<file path="config.mk">
export PLATFORM = sky130hd
export DESIGN_NAME = iso_pwr_seq_flat
export DESIGN_NICKNAME = d
export VERILOG_FILES = /design/src/rtl/iso_pwr_seq_if.sv /design/src/rtl/iso_pwr_seq.sv /design/src/flat_wrapper.sv
export SDC_FILE = /design/constraint.sdc
export NUM_CORES = 1
export LEC_CHECK = 0
export CAP_MARGIN = 20
export CORE_ASPECT_RATIO = 0.8
export CORE_UTILIZATION = 67
export DETAILED_ROUTE_END_ITERATION = 8
export DONT_BUFFER_PORTS = 1
export HOLD_SLACK_MARGIN = 0.15
export PLACE_DENSITY_LB_ADDON = 0.15
export SLEW_MARGIN = 25
export SYNTH_ARGS = -nofsm -noshare
export SYNTH_HDL_FRONTEND = slang
export SYNTH_SLANG_ARGS = --single-unit
</file>
<file path="constraint.sdc">
create_clock -name clk -period 3.4 [get_ports clk]
set_clock_uncertainty 0.15 [all_clocks]
set_input_delay 0.17 -clock clk [delete_from_list [all_inputs] [get_ports clk]]
set_output_delay 0.17 -clock clk [all_outputs]
set_load 0.005 [all_outputs]
</file>
<file path="src/rtl/iso_pwr_seq_if.sv">
// Bus between the power manager / switchable domains and iso_pwr_seq.
// Carries per-channel requests, switch status, domain data and sequencer outputs.
interface iso_pwr_seq_if #(
  parameter int unsigned NCH = 2,
  parameter int unsigned W   = 8
);
  logic [NCH-1:0]   dn_req;
  logic [NCH-1:0]   up_req;
  logic [NCH-1:0]   pwr_ack;
  logic [NCH*W-1:0] din;
  logic [NCH-1:0]   pwr_en;
  logic [NCH-1:0]   iso_b;
  logic [NCH*W-1:0] dout;
  logic [NCH-1:0]   busy;
  logic [NCH-1:0]   err;

  modport master (
    output dn_req, up_req, pwr_ack, din,
    input  pwr_en, iso_b, dout, busy, err
  );

  modport slave (
    input  dn_req, up_req, pwr_ack, din,
    output pwr_en, iso_b, dout, busy, err
  );
endinterface

</file>
<file path="src/rtl/iso_pwr_seq.sv">
// Per-channel power-down/up sequencer with active-low isolation clamps on each domain bus.
// Optional ISO_HOLD_EN: isolated outputs hold the last valid value instead of clamping to 0.
module iso_pwr_seq #(
  parameter int unsigned NCH     = 2,
  parameter int unsigned W       = 8,
  parameter int unsigned ISO_DLY = 2,
  parameter int unsigned PWR_TO  = 15
) (
  input logic         clk,
  input logic         rst_n,
  iso_pwr_seq_if.slave bus
);

  localparam int unsigned CNT_MAX = (ISO_DLY > PWR_TO) ? ISO_DLY : PWR_TO;
  localparam int unsigned CW      = $clog2(CNT_MAX + 1);

  localparam logic [2:0] S_ON       = 3'd0;
  localparam logic [2:0] S_ISO      = 3'd1;
  localparam logic [2:0] S_OFF_WAIT = 3'd2;
  localparam logic [2:0] S_OFF      = 3'd3;
  localparam logic [2:0] S_ON_WAIT  = 3'd4;
  localparam logic [2:0] S_SETTLE   = 3'd5;
  localparam logic [2:0] S_ERR      = 3'd6;

  logic [2:0]    state_q [NCH];
  logic [2:0]    state_d [NCH];
  logic [CW-1:0] cnt_q   [NCH];
  logic [CW-1:0] cnt_d   [NCH];
  logic [NCH-1:0] pwr_en_q, pwr_en_d;
  logic [NCH-1:0] iso_b_q,  iso_b_d;
  logic [NCH-1:0] busy_q,   busy_d;
  logic [NCH-1:0] err_q,    err_d;
  logic [NCH*W-1:0] dout_c;

  // Next state, counters and registered per-channel outputs (decoded from next state)
  always_comb begin
    state_d  = state_q;
    cnt_d    = cnt_q;
    pwr_en_d = pwr_en_q;
    iso_b_d  = '0;
    busy_d   = '0;
    err_d    = '0;
    for (int i = 0; i < NCH; i++) begin
      case (state_q[i])
        S_ON:       if (bus.dn_req[i]) state_d[i] = S_ISO;
        S_ISO:      if (cnt_q[i] == CW'(ISO_DLY - 1)) state_d[i] = S_OFF_WAIT;
        S_OFF_WAIT: begin
          if (!bus.pwr_ack[i])                    state_d[i] = S_OFF;
          else if (cnt_q[i] == CW'(PWR_TO - 1))   state_d[i] = S_ERR;
        end
        S_OFF:      if (bus.up_req[i]) state_d[i] = S_ON_WAIT;
        S_ON_WAIT: begin
          if (bus.pwr_ack[i])                     state_d[i] = S_SETTLE;
          else if (cnt_q[i] == CW'(PWR_TO - 1))   state_d[i] = S_ERR;
        end
        // losing pwr_ack while settling restarts the power-up wait
        S_SETTLE: begin
          if (!bus.pwr_ack[i])                    state_d[i] = S_ON_WAIT;
          else if (cnt_q[i] == CW'(ISO_DLY - 1))  state_d[i] = S_ON;
        end
        S_ERR: begin
          if (bus.up_req[i])      state_d[i] = S_ON_WAIT;
          else if (bus.dn_req[i]) state_d[i] = S_OFF_WAIT;
        end
        default:                  state_d[i] = S_ON_WAIT;
      endcase

      if (state_d[i] != state_q[i])         cnt_d[i] = '0;
      else if (cnt_q[i] != CW'(CNT_MAX))    cnt_d[i] = cnt_q[i] + CW'(1);

      case (state_d[i])
        S_ON:                   begin pwr_en_d[i] = 1'b1; iso_b_d[i] = 1'b1; end
        S_ISO:                  begin pwr_en_d[i] = 1'b1; busy_d[i] = 1'b1; end
        S_OFF_WAIT:             begin pwr_en_d[i] = 1'b0; busy_d[i] = 1'b1; end
        S_OFF:                        pwr_en_d[i] = 1'b0;
        S_ON_WAIT, S_SETTLE:    begin pwr_en_d[i] = 1'b1; busy_d[i] = 1'b1; end
        S_ERR:                        err_d[i]    = 1'b1;
        default:                      pwr_en_d[i] = 1'b1;
      endcase
    end
  end

  always_ff @(posedge clk or negedge rst_n) begin
    if (!rst_n) begin
      for (int i = 0; i < NCH; i++) begin
        state_q[i] <= S_ON_WAIT;
        cnt_q[i]   <= '0;
      end
      pwr_en_q <= '1;
      iso_b_q  <= '0;
      busy_q   <= '1;
      err_q    <= '0;
    end else begin
      state_q  <= state_d;
      cnt_q    <= cnt_d;
      pwr_en_q <= pwr_en_d;
      iso_b_q  <= iso_b_d;
      busy_q   <= busy_d;
      err_q    <= err_d;
    end
  end

`ifdef ISO_HOLD_EN
  logic [NCH*W-1:0] hold_q, hold_d;

  // Track domain data only while it is known valid (not isolated)
  always_comb begin
    hold_d = hold_q;
    for (int i = 0; i < NCH; i++) begin
      if (iso_b_q[i]) hold_d[i*W +: W] = bus.din[i*W +: W];
    end
  end

  always_ff @(posedge clk or negedge rst_n) begin
    if (!rst_n) hold_q <= '0;
    else        hold_q <= hold_d;
  end

  always_comb begin
    dout_c = hold_q;
    for (int i = 0; i < NCH; i++) begin
      if (iso_b_q[i]) dout_c[i*W +: W] = bus.din[i*W +: W];
    end
  end
`else
  always_comb begin
    dout_c = '0;
    for (int i = 0; i < NCH; i++) begin
      if (iso_b_q[i]) dout_c[i*W +: W] = bus.din[i*W +: W];
    end
  end
`endif

  assign bus.pwr_en = pwr_en_q;
  assign bus.iso_b  = iso_b_q;
  assign bus.busy   = busy_q;
  assign bus.err    = err_q;
  assign bus.dout   = dout_c;

endmodule

</file>
<file path="src/flat_wrapper.sv">
// flat-port wrapper written by rule: the top's interface ports become plain ports
module iso_pwr_seq_flat 
#(
  parameter int unsigned NCH     = 2,
  parameter int unsigned W       = 8,
  parameter int unsigned ISO_DLY = 2,
  parameter int unsigned PWR_TO  = 15
)
  (clk, rst_n, bus_dn_req, bus_up_req, bus_pwr_ack, bus_din, bus_pwr_en, bus_iso_b, bus_dout, bus_busy, bus_err);
  iso_pwr_seq_if #(.NCH(NCH), .W(W)) bus_i ();
  input logic clk;
  input logic rst_n;
  input wire logic [$bits(bus_i.dn_req)-1:0] bus_dn_req;
  input wire logic [$bits(bus_i.up_req)-1:0] bus_up_req;
  input wire logic [$bits(bus_i.pwr_ack)-1:0] bus_pwr_ack;
  input wire logic [$bits(bus_i.din)-1:0] bus_din;
  output wire logic [$bits(bus_i.pwr_en)-1:0] bus_pwr_en;
  output wire logic [$bits(bus_i.iso_b)-1:0] bus_iso_b;
  output wire logic [$bits(bus_i.dout)-1:0] bus_dout;
  output wire logic [$bits(bus_i.busy)-1:0] bus_busy;
  output wire logic [$bits(bus_i.err)-1:0] bus_err;
  assign bus_i.dn_req = bus_dn_req;
  assign bus_i.up_req = bus_up_req;
  assign bus_i.pwr_ack = bus_pwr_ack;
  assign bus_i.din = bus_din;
  assign bus_pwr_en = bus_i.pwr_en;
  assign bus_iso_b = bus_i.iso_b;
  assign bus_dout = bus_i.dout;
  assign bus_busy = bus_i.busy;
  assign bus_err = bus_i.err;
  iso_pwr_seq #(.NCH(NCH), .W(W), .ISO_DLY(ISO_DLY), .PWR_TO(PWR_TO)) u_core (.clk(clk), .rst_n(rst_n), .bus(bus_i));
endmodule
</file>
==> flow_summary.toml, run 1 <==
[pwr]
peakVddDrop_uv = 743
power.leakage_nw = 0.658
intPower_mw = 0.830
p_per_area_nw_per_um2 = 928
swShare_pct = 44.8
p_switching_mw = 0.675
clkPwrFrac_pct = 12.9
pwr-share-comb_pct = 48.6
seqPwrFrac_pct = 38.5

[timing]
slew_viol_final = 0
clock.fmax_mhz = 380
setup_ws_ns = 0.771
setup_viol = 0
hold_violations = 0
relSlewSlack_pct = 66.5
period_share_pct = 77.3
whs_ns = 0.179
tns_ns = 0
min_period_ns = 2.63
rsz0062_at_grt = "false"
worstMarginPinSlew_ns = 0.498

[place]
place.gp.congestion = 0.914
place_inst = 178
dpl-instance-area_um2 = 1510
place_ws_ns = 1.23
post-dp-hpwl_mm = 2.39
port_buffers = 0

[route]
drc_errors = 0
vias_per_cell = 6.60
wl_mm = 3.37
wl_per_cell_um = 17.9
num_vias = 1247
first_pass_iters = 4
drt_iter0_markers = 36
ant_nets = 0

[critical_path]
r2r_slack_ns = 0.77
critPathRequiredTime_ns = 3.46
critPathMaxStageDelay_ns = 0.66
arrival_ns = 2.69
crit_family = "simple AND/OR/NAND/NOR gates"
r2r_cells = 6
path_depth = 6
critical_path_class = "flop to flop"
worstSetupStartpointType = "flop"
r2r_start = "u_core.state_q[2]$_DFF_PN1_"
crit_path_end_kind = "flop"
crit_chain = "nor2b_1 > nand4_1 > o2bb2ai_1 > dlygate4sd3_1 > a21oi_1 > nor3b_1"
cp_max_fo = 11
r2r-end = "u_core.bus.err[1]$_DFF_PN0_"
critPathBufInv = 1
cp_slowest_cell = "dfstp_2"
crit_end = "u_core.bus.err[1]$_DFF_PN0_"
crit_start = "u_core.state_q[2]$_DFF_PN1_"

[layout]
diodes = 0
postLayoutCellArea_um2 = 1620
final_cell_mix = "17 x and2_1, 16 x dfrtp_1, 10 x nor2_1"
layout.nets = 196
layout-drive-gt1-share_pct = 13.3
area_growth_pct = 8.08
final_cells = 189
final_common_cell = "and2_1"

[synth]
ys.flop_type = "dfrtp_1"
synthCells = 160
synth-seq-cells = 22
async_flop_share_pct = 100
ys_warn_count = 0
syn_area_um2 = 1500
ys_types = 45
synth_edf_count = 0
syn_avg_cell_area_um2 = 9.38
ys_seq_area_share_pct = 37.2
synth_fp_nets = 190

[clock_tree]
htree_levels = 1
clkTransAtPathRegs_ns = 0.11
cts.sinks = 22
clk_path_buf_depth = 2
cts_setup_buffers = 0
worstSkewPairLatency_ns = 0.30
numCtsBuffers = 3
cts_root_buffer = "clkbuf_4"
cts_tree = "yes"

[global_route]
grt_usage_pct = 32.1
grt_pass1_vias = 1126
overflow = 0
grt_max_degree = 23
grt_first_pass_wirelength_mm = 5.52
antenna_found_initial = 0

[floorplan]
io_pins = 48
rows = 14
die_w_um = 54.9
core_um2 = 2000
die_area_um2 = 2440
die_y_um = 44.3
start_util_pct = 75.2

[job]
cap_violations = 0

[min_path]
hold_depth = 3
hold_path.class = "input pin to flop"

[status]
status = "finished, final reports clean"
==> stage by stage <==
| stage | power, mW | util, % |
|---|---|---|
| 2_1_floorplan | 1.14 | - |
| 3_3_place_gp | 1.23 | 75.4 |
| 3_5_place_dp | 1.27 | 75.4 |
| 4_1_cts | 1.49 | 81.0 |
| 5_1_grt | 1.63 | 81.3 |
| 6_report | 1.51 | 81.3 |
==> area by class of cell <==
| type | instances | area (um^2) |
|---|---|---|
| multi-input cells | 123 | 883 |
| flip-flops and latches | 22 | 558 |
| fillers | 124 | 374 |
| repair buffers | 7 | 65.1 |
| inverters | 9 | 33.8 |
| clock inverters | 1 | 30.0 |
| well taps | 24 | 30.0 |
| clock buffers | 3 | 22.5 |
==> synth_stat cells, types with 4 or more instances <==
| cell | n | area, um^2 |
|---|---|---|
| dfrtp_1 | 16 | 400 |
| nor2_1 | 10 | 37.5 |
| nor3_1 | 9 | 45.0 |
| dfstp_2 | 6 | 158 |
| inv_1 | 8 | 30.0 |
| a21oi_1 | 7 | 35.0 |
| and2_1 | 17 | 106 |
| ha_1 | 6 | 75.1 |
| a2111oi_2 | 4 | 60.1 |
| nand2_1 | 6 | 22.5 |
| nor2b_1 | 5 | 31.3 |
| o21ai_0 | 6 | 30.0 |
| xnor2_1 | 6 | 52.6 |
| nand3_1 | 6 | 30.0 |
==> how the worst min path moves through the flow <==
| stage | to | slack (ns) | startpoint |
|---|---|---|---|
| detailed placement | u_core.cnt_q[4]$_DFFE_PN0P_ | -0.28 | rst_n |
| CTS | u_core.state_q[5]$_DFF_PN1_ | 0.16 | bus_pwr_ack[0] |
| global placement | u_core.cnt_q[4]$_DFFE_PN0P_ | -0.28 | rst_n |
| global route | u_core.state_q[2]$_DFF_PN1_ | 0.18 | bus_up_req[1] |
| floorplan | u_core.bus.err[0]$_DFF_PN0_ | -0.28 | rst_n |
| finish | u_core.state_q[0]$_DFF_PN0_ | 0.18 | bus_dn_req[1] |
==> power groups by stage <==
| stage | Clock (mW) | Sequential, mW | Combinational, mW |
|---|---|---|---|
| 3_3_place_gp | 0 | 0.567 | 0.666 |
| 6_report | 0.194 | 0.580 | 0.732 |
| 4_1_cts | 0.197 | 0.574 | 0.721 |
| 5_1_grt | 0.209 | 0.607 | 0.814 |
| 2_1_floorplan | 0 | 0.461 | 0.677 |
| 3_5_place_dp | 0 | 0.577 | 0.696 |
==> cells by family after synthesis <==
logic type	count (synthesis)	synth area share, %
xor+xnor	7	4.08
flops	22	37.2
simple gates	76	30.3
fa+ha+maj	7	5.67
compound gates	32	18.0
mux	1	0.750
buf+inv	15	4.00
==> sequential cells by signal, summed over array words and instances (netlist names) <==
signal	flops
u_core.bus.busy	2
u_core.bus.err	2
u_core.bus.iso_b	2
u_core.bus.pwr_en	2
u_core.cnt_q	8
u_core.state_q	6
==> layer usage <==
metal / global-route usage (%) / wire (um) / up-vias
li1: - / - / 588
met1: 44.8 / 1370 / 590
met2: 53.0 / 1760 / 67
met3: 6.53 / 229 / 2
met4: 4.00 / 8 / 0
met5: 0 / 0 / -
==> worst reg2reg max path, delay by kind of cell (launching register included) <==
kind	cells	cell delay, ns
AO/OA/AOI/OAI	2	0.50
flip-flops	1	0.66
buffers and inverters	1	0.56
AND/OR/NAND/NOR	3	0.68
==> what timing repair did <==
action                    4_1_cts  5_1_grt
gates resized for setup         0        0
hold endpoints to repair       36       22
hold buffers                    6        1
No activity file was read; power rests on OpenSTA's default activity.
==> run 2, diff against run 1 <==
--- a/config.mk
+++ b/config.mk
@@ -7,7 +7,7 @@
 export LEC_CHECK = 0
 export CAP_MARGIN = 20
 export CORE_ASPECT_RATIO = 0.8
-export CORE_UTILIZATION = 67
+export CORE_UTILIZATION = 56
 export DETAILED_ROUTE_END_ITERATION = 8
 export DONT_BUFFER_PORTS = 1
 export HOLD_SLACK_MARGIN = 0.15
==> constraint.sdc (replaced) <==
create_clock -name clk -period 2.4 [get_ports clk]
set_clock_uncertainty 0.15 [all_clocks]
set_input_delay 0.12 -clock clk [delete_from_list [all_inputs] [get_ports clk]]
set_output_delay 0.12 -clock clk [all_outputs]
set_load 0.005 [all_outputs]
==> run 2 against run 1 <==
Against the previous run: combinational power increased by 46%; via count grew 4.4%; total power increased by 44%; sequential share of layout area shrank 0.83 points; critical path depth unchanged; hold slack got worse by 0.019 ns; sequential power rose by 41%; largest power group unchanged; utilization decreased by 15 points.
==> flow_summary.toml, run 2 (synthesis gave the netlist of run 1 again) <==
[critical_path]
r2r_start = "u_core.state_q[1]$_DFF_PN0_"
critical_path_class = "flop to flop"
crit_chain = "nor2b_1 > a211o_1 > dlygate4sd3_1 > a21o_1 > nor2b_1 > xnor2_1"
critPathMaxStageDelay_ns = 0.60
r2r_cells = 6
crit_start = "u_core.state_q[1]$_DFF_PN0_"
r2r_slack_ns = 0.13
cp_max_fo = 14
worstSetupStartpointType = "flop"
arrival_ns = 2.36
critPathRequiredTime_ns = 2.49
crit_path_end_kind = "flop"
cp_slowest_cell = "dfrtp_1"
crit_end = "u_core.bus.busy[1]$_DFF_PN1_"
r2r-end = "u_core.bus.busy[1]$_DFF_PN1_"
path_common_cell = "nor2b_1"

[layout]
final_cells = 204
top_register = "u_core.cnt_q"
final_cell_mix = "17 x and2_1, 16 x dfrtp_1, 10 x nor2_1"
postLayoutCellArea_um2 = 1660
diodes = 0
nFillCells = 204
top_regs = "u_core.cnt_q x8, u_core.state_q x6"
layout.nets = 199
area_growth_pct = 10.7
largest_register_ffs = 8
final_common_cell = "and2_1"
layout-drive-gt1-share_pct = 14.3

[global_route]
overflow = 0
busiest_layer = "met2"
grt_first_pass_wirelength_mm = 5.53
antenna_found_initial = 0
grt_max_degree = 23
grt_usage_pct = 25.6
grt_pass1_vias = 1223
grtUsageMet1_pct = 33.3
use_met2_pct = 43.1
use_met3_pct = 5.61

[clock_tree]
holdBufCountCts = 7
cts_tree = "yes"
worstSkewPairLatency_ns = 0.31
numCtsBuffers = 3
clkTransAtPathRegs_ns = 0.12
cts_setup_buffers = 0
htree_levels = 1
clk_path_buf_depth = 2
cts.sinks = 22
cts_root_buffer = "clkbuf_4"
cts_resized = 0

[timing]
period_share_pct = 94.4
relSlewSlack_pct = 67.5
rsz0062_at_grt = "false"
hold_violations = 0
whs_ns = 0.160
min_period_ns = 2.27
tns_ns = 0
worstMarginPinSlew_ns = 0.485
setup_viol = 0
slew_viol_final = 0
clock.fmax_mhz = 441

[route]
num_vias = 1302
wl_per_cell_um = 16.1
first_pass_iters = 4
drc_errors = 0
drt_iter0_markers = 42
vias_per_cell = 6.38
wl_mm = 3.29
ant_nets = 0

[min_path]
hold_path.class = "input pin to async pin"

[floorplan]
rows = 16
core_um2 = 2500
die_w_um = 59.9
die_y_um = 48.3
start_util_pct = 60.0
io_pins = 48
die_area_um2 = 2890

[place]
post-dp-hpwl_mm = 2.33
place.gp.congestion = 0.978
port_buffers = 0
place_inst = 192
dpl-instance-area_um2 = 1540

[pwr]
power.leakage_nw = 0.670
pwr-share-comb_pct = 49.4
p_per_area_nw_per_um2 = 1300
seqPwrFrac_pct = 37.7
peakVddDrop_uv = 604
clkPwrFrac_pct = 12.9
swShare_pct = 44.2
intPower_mw = 1.21
p_switching_mw = 0.955

[job]
cap_violations = 0

[status]
status = "finished, final reports clean"
run 2: changes by cell type in the layout (fill, tap and decap cells not counted), sizes merged:
cell,previous run,this run
dlygate4sd3,6,7
buf,1,3
run 2: cell type report:
type                    instances  area (um^2)  area share (%)
multi-input cells             123          883            53.1
flip-flops and latches         22          558            33.6
repair buffers                 10         90.1            5.42
well taps                      36         45.0            2.71
inverters                       9         33.8            2.03
clock inverters                 1         30.0            1.81
clock buffers                   3         22.5            1.35
run 2: stage by stage:
stage | total power, mW | setup WS [ns] | utilization, %
after floorplan | 1.61 | 0.410 | -
after global placement | 1.80 | 0.340 | 61.4
after detailed placement | 1.84 | 0.268 | 61.4
after CTS | 2.15 | 0.192 | 66.3
after global routing | 2.36 | 0.0190 | 66.5
final | 2.16 | 0.134 | 66.5
run 2: critical path, delay by kind of cell, from the launching register on:
family / cells / cell delay (ns)
buf+inv: 1 / 0.56
simple gates: 2 / 0.26
xor+xnor: 1 / 0.13
compound gates: 2 / 0.50
flops: 1 / 0.60
run 2: layer usage:
metal  share of wire [%]  vias up  wire, um
li1                    -      593         -
met1                  42      645      1400
met2                  51       57      1690
met3                 5.0        7       165
met4                 1.2        0        41
met5                   0        -         0
run 2: worst min path at each step:
stage | startpoint | endpoint | slack [ns]
final | rst_n | u_core.state_q[3]$_DFF_PN0_ | 0.16
after global placement | rst_n | u_core.cnt_q[1]$_DFFE_PN0P_ | -0.33
after detailed placement | rst_n | u_core.cnt_q[1]$_DFFE_PN0P_ | -0.33
after global routing | rst_n | u_core.state_q[4]$_DFF_PN0_ | 0.18
after CTS | bus_dn_req[0] | u_core.cnt_q[4]$_DFFE_PN0P_ | 0.17
after floorplan | rst_n | u_core.bus.err[0]$_DFF_PN0_ | -0.33
run 2: power by group through the flow:
stage	clock [mW]	sequential [mW]	combinational, mW
3_5_place_dp	0	0.813	1.03
6_report	0.278	0.815	1.07
4_1_cts	0.284	0.808	1.06
2_1_floorplan	0	0.653	0.959
3_3_place_gp	0	0.800	0.998
5_1_grt	0.300	0.854	1.20
